`src/rtl/fpu_uart_pkg.sv`:
```
// fpu_uart_pkg: opcode, FSM state and response constants shared by the UART/FPU sequencer
package fpu_uart_pkg;
  typedef enum logic [1:0] {OP_ADD, OP_SUB, OP_MUL, OP_DIV} fpu_op_t;
  localparam logic [3:0] S_IDLE     = 4'd0;
  localparam logic [3:0] S_GET_AH   = 4'd1;
  localparam logic [3:0] S_GET_AL   = 4'd2;
  localparam logic [3:0] S_GET_BH   = 4'd3;
  localparam logic [3:0] S_GET_BL   = 4'd4;
  localparam logic [3:0] S_EXEC     = 4'd5;
  localparam logic [3:0] S_WAIT_FPU = 4'd6;
  localparam logic [3:0] S_TX_RH    = 4'd7;
  localparam logic [3:0] S_TX_RL    = 4'd8;
  localparam logic [3:0] S_TX_FL    = 4'd9;
  localparam logic [3:0] S_TX_ERR   = 4'd10;
  localparam int RESP_BYTES = 3;
endpackage

```
`src/rtl/fpu_uart_sequencer_if.sv`:
```
// fpu_uart_sequencer_if: UART rx/tx, FPU handshake and status signals of the sequencer
interface fpu_uart_sequencer_if;
  logic        rx_flag;
  logic [7:0]  rx_data;
  logic        fpu_start;
  logic [1:0]  fpu_op;
  logic [15:0] fpu_a;
  logic [15:0] fpu_b;
  logic        fpu_done;
  logic [15:0] fpu_result;
  logic [3:0]  fpu_flags;
  logic        tx_start;
  logic [7:0]  tx_data;
  logic        tx_done;
  logic        busy;
  logic        err_timeout;
  logic        err_overrun;
  modport master(input rx_flag, rx_data, fpu_done, fpu_result, fpu_flags, tx_done,
                 output fpu_start, fpu_op, fpu_a, fpu_b, tx_start, tx_data, busy, err_timeout, err_overrun);
  modport slave(output rx_flag, rx_data, fpu_done, fpu_result, fpu_flags, tx_done,
                input fpu_start, fpu_op, fpu_a, fpu_b, tx_start, tx_data, busy, err_timeout, err_overrun);
endinterface

```
`src/rtl/seq_timeout_cnt.sv`:
```
// seq_timeout_cnt: inter-byte cycle counter that saturates at its terminal count
module seq_timeout_cnt #(
  parameter int TIMEOUT_CYC = 1_000_000
) (
  input  logic clk,
  input  logic rst,
  input  logic clr,
  input  logic en,
  output logic tc
);
  localparam int W = $clog2(TIMEOUT_CYC);
  logic [W-1:0] cnt;
  assign tc = cnt == W'(TIMEOUT_CYC - 1);
  always_ff @(posedge clk)
    cnt <= (rst || clr) ? '0 : (en && !tc) ? cnt + W'(1) : cnt;
endmodule

```
`src/rtl/fpu_uart_sequencer.sv`:
```
// fpu_uart_sequencer: collects a 5-byte UART command frame, launches the FPU, streams a 3-byte response
module fpu_uart_sequencer
  import fpu_uart_pkg::*;
#(
  parameter int         TIMEOUT_CYC = 1_000_000,
  parameter logic [7:0] ERR_BYTE    = 8'hEE
) (
  input logic clk,
  input logic rst,
  fpu_uart_sequencer_if.master bus
);
  logic [3:0] state;
  logic rx_prev, ev, tc, in_get;
  logic [7:0] rx_byte;
  logic [RESP_BYTES-1:0][7:0] resp;
  assign in_get = state >= S_GET_AH && state <= S_GET_BL;
  assign bus.fpu_start = state == S_EXEC;
  assign bus.busy = state != S_IDLE;
  seq_timeout_cnt #(.TIMEOUT_CYC(TIMEOUT_CYC)) u_to (
    .clk(clk), .rst(rst), .clr(ev || !in_get), .en(in_get), .tc(tc)
  );
  // tx_data is a pure function of state so it is held for the whole handshake and drops to 0 on reset
  always_comb
    bus.tx_data = state == S_TX_RH  ? resp[2] :
                  state == S_TX_RL  ? resp[1] :
                  state == S_TX_FL  ? resp[0] :
                  state == S_TX_ERR ? ERR_BYTE : 8'h00;
  always_ff @(posedge clk) begin
    if (rst) begin
      state           <= S_IDLE;
      rx_prev         <= 1'b0;
      ev              <= 1'b0;
      rx_byte         <= 8'h00;
      resp            <= '0;
      bus.fpu_op      <= OP_ADD;
      bus.fpu_a       <= 16'h0000;
      bus.fpu_b       <= 16'h0000;
      bus.tx_start    <= 1'b0;
      bus.err_timeout <= 1'b0;
      bus.err_overrun <= 1'b0;
    end else begin
      rx_prev         <= bus.rx_flag;
      ev              <= bus.rx_flag && !rx_prev;
      rx_byte         <= bus.rx_data;
      bus.tx_start    <= 1'b0;
      bus.err_timeout <= 1'b0;
      if (ev && state >= S_EXEC) bus.err_overrun <= 1'b1;
      // a byte arriving on the terminal count wins over the timeout
      if (in_get && !ev && tc) begin
        state           <= S_IDLE;
        bus.err_timeout <= 1'b1;
      end
      case (state)
        S_IDLE: if (ev) begin
          if (rx_byte[7:2] == 6'd0) begin
            bus.fpu_op      <= rx_byte[1:0];
            bus.err_overrun <= 1'b0;
            state           <= S_GET_AH;
          end else begin
            bus.tx_start <= 1'b1;
            state        <= S_TX_ERR;
          end
        end
        S_GET_AH: if (ev) begin bus.fpu_a[15:8] <= rx_byte; state <= S_GET_AL; end
        S_GET_AL: if (ev) begin bus.fpu_a[7:0]  <= rx_byte; state <= S_GET_BH; end
        S_GET_BH: if (ev) begin bus.fpu_b[15:8] <= rx_byte; state <= S_GET_BL; end
        S_GET_BL: if (ev) begin bus.fpu_b[7:0]  <= rx_byte; state <= S_EXEC; end
        S_EXEC: state <= S_WAIT_FPU;
        S_WAIT_FPU: if (bus.fpu_done) begin
          resp         <= {bus.fpu_result, 4'h0, bus.fpu_flags};
          bus.tx_start <= 1'b1;
          state        <= S_TX_RH;
        end
        S_TX_RH: if (bus.tx_done) begin bus.tx_start <= 1'b1; state <= S_TX_RL; end
        S_TX_RL: if (bus.tx_done) begin bus.tx_start <= 1'b1; state <= S_TX_FL; end
        S_TX_FL, S_TX_ERR: if (bus.tx_done) state <= S_IDLE;
        default: state <= S_IDLE;
      endcase
    end
  end
endmodule

```
`src/flat_wrapper.sv`:
```
// flat-port wrapper written by rule: the top's interface ports become plain ports
module fpu_uart_sequencer_flat import fpu_uart_pkg::*;
#(
  parameter int         TIMEOUT_CYC = 1_000_000,
  parameter logic [7:0] ERR_BYTE    = 8'hEE
)
  (clk, rst, bus_rx_flag, bus_rx_data, bus_fpu_done, bus_fpu_result, bus_fpu_flags, bus_tx_done, bus_fpu_start, bus_fpu_op, bus_fpu_a, bus_fpu_b, bus_tx_start, bus_tx_data, bus_busy, bus_err_timeout, bus_err_overrun);
  fpu_uart_sequencer_if bus_i ();
  input logic clk;
  input logic rst;
  input wire logic [$bits(bus_i.rx_flag)-1:0] bus_rx_flag;
  input wire logic [$bits(bus_i.rx_data)-1:0] bus_rx_data;
  input wire logic [$bits(bus_i.fpu_done)-1:0] bus_fpu_done;
  input wire logic [$bits(bus_i.fpu_result)-1:0] bus_fpu_result;
  input wire logic [$bits(bus_i.fpu_flags)-1:0] bus_fpu_flags;
  input wire logic [$bits(bus_i.tx_done)-1:0] bus_tx_done;
  output wire logic [$bits(bus_i.fpu_start)-1:0] bus_fpu_start;
  output wire logic [$bits(bus_i.fpu_op)-1:0] bus_fpu_op;
  output wire logic [$bits(bus_i.fpu_a)-1:0] bus_fpu_a;
  output wire logic [$bits(bus_i.fpu_b)-1:0] bus_fpu_b;
  output wire logic [$bits(bus_i.tx_start)-1:0] bus_tx_start;
  output wire logic [$bits(bus_i.tx_data)-1:0] bus_tx_data;
  output wire logic [$bits(bus_i.busy)-1:0] bus_busy;
  output wire logic [$bits(bus_i.err_timeout)-1:0] bus_err_timeout;
  output wire logic [$bits(bus_i.err_overrun)-1:0] bus_err_overrun;
  assign bus_i.rx_flag = bus_rx_flag;
  assign bus_i.rx_data = bus_rx_data;
  assign bus_i.fpu_done = bus_fpu_done;
  assign bus_i.fpu_result = bus_fpu_result;
  assign bus_i.fpu_flags = bus_fpu_flags;
  assign bus_i.tx_done = bus_tx_done;
  assign bus_fpu_start = bus_i.fpu_start;
  assign bus_fpu_op = bus_i.fpu_op;
  assign bus_fpu_a = bus_i.fpu_a;
  assign bus_fpu_b = bus_i.fpu_b;
  assign bus_tx_start = bus_i.tx_start;
  assign bus_tx_data = bus_i.tx_data;
  assign bus_busy = bus_i.busy;
  assign bus_err_timeout = bus_i.err_timeout;
  assign bus_err_overrun = bus_i.err_overrun;
  fpu_uart_sequencer #(.TIMEOUT_CYC(TIMEOUT_CYC), .ERR_BYTE(ERR_BYTE)) u_core (.clk(clk), .rst(rst), .bus(bus_i));
endmodule
```
`config.mk`:
```
export PLATFORM = sky130hd
export DESIGN_NAME = fpu_uart_sequencer_flat
export DESIGN_NICKNAME = d
export VERILOG_FILES = /design/src/rtl/fpu_uart_pkg.sv /design/src/rtl/fpu_uart_sequencer_if.sv /design/src/rtl/seq_timeout_cnt.sv /design/src/rtl/fpu_uart_sequencer.sv /design/src/flat_wrapper.sv
export SDC_FILE = /design/constraint.sdc
export NUM_CORES = 1
export LEC_CHECK = 0
export CAP_MARGIN = 30
export CORE_MARGIN = 2
export CORE_UTILIZATION = 30
export CTS_BUF_LIST = sky130_fd_sc_hd__clkbuf_4
export CTS_CLUSTER_SIZE = 20
export DETAILED_ROUTE_END_ITERATION = 10
export HOLD_SLACK_MARGIN = 0.06
export PLACE_DENSITY = 0.58
export SYNTH_ARGS = -nofsm -noshare
export SYNTH_HDL_FRONTEND = slang
export SYNTH_SLANG_ARGS = --single-unit
```
`constraint.sdc`:
```
create_clock -name clk -period 2.6 [get_ports clk]
set_input_delay 0.52 -clock clk [delete_from_list [all_inputs] [get_ports clk]]
set_output_delay 0.52 -clock clk [all_outputs]
set_load 0.05 [all_outputs]
```
==> results.json <==
{
  "status": "completed",
  "fmax_ghz": 0.405,
  "syn-cell-area_mm2": 0.00387,
  "synthAdderAreaFrac": 0.00323,
  "critPathLaunchType": "flop",
  "die_area_mm2": 0.0138,
  "fin_tns_setup_ps": 0,
  "post-place-ws_ps": 390,
  "clockBufferDepth": 2,
  "cts_tree": "built",
  "clockRootBuffer": "clkbuf_4",
  "num-nets-final": 582,
  "worst_pin_slew_ps": 755,
  "grt_pass1_wl_um": 17800,
  "power_frac_seq": 0.553,
  "clk_pin_slew_worst_paths_ps": 150,
  "end_kind": "output pin",
  "yosysUniqueCellTypes": 51,
  "yosysMostFrequentCell": "nand2_1",
  "hold_class": "reg -> reg",
  "critPathTopFamily": "flip-flops",
  "die-height_um": 118,
  "slowest_stage": "dfxtp_1",
  "syn_avg_cell_area_um2": 8.12,
  "cp.required_ps": 2080,
  "avgRoutedWirePerCell_um": 14.6,
  "synth_edf_count": 0,
  "synth_top_area_frac": 0.470,
  "synth-simple-area-share": 0.281,
  "p_comb_frac": 0.102,
  "drv_slew": 0,
  "power.leakage_nw": 1.64,
  "yosys_warnings": 0,
  "grt_pass1_vias": 3554,
  "hold_viol": 0,
  "netlist_instances": 477,
  "grt_usage": 0.157,
  "drtIter0Drc": 308,
  "maxCapViolations": 0,
  "rows": 41,
  "ys_seq_elements": 91,
  "io_buffers": 79,
  "die_w_um": 118,
  "synth_compound_area_frac": 0.162,
  "finalClockSkew_ps": 15.5,
  "rr_worst_depth": 6,
  "relSlewSlack": 0.496,
  "vias": 3655,
  "drive_above_1_share": 0.0868,
  "first_pass_iters": 5,
  "pwr-share-clk": 0.345,
  "layout_min_cycle_time_ps": 2470,
  "powerDensity_mw_per_mm2": 510,
  "io_pins": 80,
  "path_buf_inv": 2,
  "r2r-start": "u_core.u_to.cnt[0]",
  "post_cts.repair.setup_buffers": 0,
  "synth_ff_type": "dfxtp_1",
  "yosys.area.top_type": "dfxtp_1",
  "setup_viol": 0,
  "gp_congestion": 0.849,
  "path_cells": "buf_4, nor2_1, nand2_1, o21ai_0, a22o_1, buf_12",
  "grt_antenna_before_repair": 1,
  "viasPerCell": 5.03,
  "synth_seq_area_share": 0.470,
  "initial_core_util": 0.307,
  "swShare": 0.264,
  "synth-async-reset-ratio": 0,
  "htreeDepth": 3,
  "core_area_mm2": 0.0126,
  "syn_to_final_growth_pct": 31.8,
  "synth_fp_nets": 511,
  "cts_hold_repair.buffers": 0,
  "yosys-mux-area-fraction": 0.0184,
  "clkSinkCount": 91,
  "rrSetupSlack_ps": 440,
  "period_share": 0.949,
  "layout_setup_ws_ps": 133,
  "cts_made_buffers": 9,
  "slowest_delay_ps": 580,
  "crit_arrival_ps": 1950,
  "netlist_top_cells_count": "nand2_1, dfxtp_1, a21oi_1",
  "grt_max_degree": 41,
  "postRouteWirelength_um": 10600,
  "ir_drop_v": 0.000219,
  "antenna_left": 0,
  "synthXorXnorAreaFrac": 0.0271,
  "r2r_end": "u_core.state[1]",
  "synth_top_family_by_area": "simple AND/OR/NAND/NOR gates",
  "p_int_mw": 1.92,
  "worstSetupStartpoint": "u_core.state[1]",
  "crit_type": "reg -> out",
  "cp_num_cells": 6,
  "cp_max_fo": 11,
  "p_sw_uw": 687,
  "yosys-top-cells-area": "dfxtp_1, nand2_1, a21oi_1",
  "drc": 0,
  "clkLatencyLatePin_ps": 450,
  "rsz0062_at_grt": "false",
  "dp_hpwl_um": 7540,
  "endpoint": "bus_tx_data[3]",
  "overflow": 0
}
-- final cells by class --
class	instances	area (um^2)
multi-input cells	351	1920
clock buffers	9	67.6
repair buffers	90	956
inverters	5	18.8
flip-flops and latches	91	1830
clock inverters	7	100
fillers	1309	7510
well taps	172	215
diodes	1	2.50
-- cells in the final DEF, fill, tap and decap left out, types with 3 or more instances in the layout --
master,n
and3_1,4
o21ai_0,17
dfxtp_1,89
o311ai_0,3
nand3_1,39
a31oi_1,4
nor4_1,3
nor3_1,5
nor2b_1,12
xor2_1,11
o211ai_1,5
a221oi_1,3
a22o_1,4
nor2_1,35
clkdlybuf4s50_1,68
buf_4,12
buf_12,9
or3_1,5
nand4_1,12
mux2i_1,6
clkbuf_4,9
inv_1,5
nand2_1,94
a21oi_1,57
-- power groups by stage --
stage / combinational [mW] / clock [mW] / sequential, mW
after floorplan: 0.157 / 0 / 1.46
after global placement: 0.263 / 0 / 1.47
after detailed placement: 0.264 / 0 / 1.47
after CTS: 0.266 / 0.922 / 1.44
after global routing: 0.290 / 0.985 / 1.44
final: 0.265 / 0.900 / 1.44
-- metrics by stage --
step / instances / utilization / total power, mW / hold WS (ps) / cell area, um^2
finish: 726 / 0.405 / 2.61 / 392 / 5100
detailed placement: 709 / 0.390 / 1.73 / 378 / 4920
global route: 726 / 0.405 / 2.72 / 407 / 5100
CTS: 725 / 0.404 / 2.63 / 390 / 5090
floorplan: 477 / - / 1.62 / 367 / 3870
global placement: 709 / 0.390 / 1.73 / 374 / 4920
-- state kept, by name, indices dropped and copies added (netlist names), 2 cells and up --
| register | count |
|---|---|
| u_core.rx_byte | 8 |
| u_core.state | 4 |
| u_core.u_to.cnt | 20 |
| u_core.bus.fpu_a | 16 |
| u_core.bus.fpu_op | 2 |
| u_core.resp | 20 |
| u_core.bus.fpu_b | 16 |
-- what timing repair did --
item | 4_1_cts | 5_1_grt
endpoints found under the setup margin | 8 | 8
pin swaps | 0 | 0
gates resized for setup | 2 | 3
-- worst register-to-register path, cell delays in order (launching register included) --
cell and delay, ps:
dfxtp_1 420, ha_1 240, and4_1 280, nand2_1 170, or2_1 370, o311ai_0 420
a221oi_1 140
-- worst min path at each step --
stage                   start  depth (start not counted)   endpoint
3_5_place_dp   u_core.rx_prev                          1  u_core.ev
4_1_cts        u_core.rx_prev                          1  u_core.ev
5_1_grt        u_core.rx_prev                          1  u_core.ev
2_1_floorplan  u_core.rx_prev                          1  u_core.ev
3_3_place_gp   u_core.rx_prev                          1  u_core.ev
6_report       u_core.rx_prev                          1  u_core.ev
-- metal layers --
layer / GRT usage / part of all wire / vias up
met1: 0.205 / 0.47 / 1720
met4: 0.0700 / 0.016 / 0
met2: 0.250 / 0.46 / 117
met3: 0.0286 / 0.050 / 11
met5: 0 / 0 / -
li1: - / - / 1807
-- cells by family (layout without fill, tap and decap cells) --
logic type | Yosys count | count (layout)
simple gates | 227 | 227
fa+ha+maj | 1 | 1
other cells | 0 | 1
buf+inv | 35 | 111
compound gates | 104 | 104
mux | 7 | 7
flops | 91 | 91
xor+xnor | 12 | 12
Power figures use the tool's default switching activity.
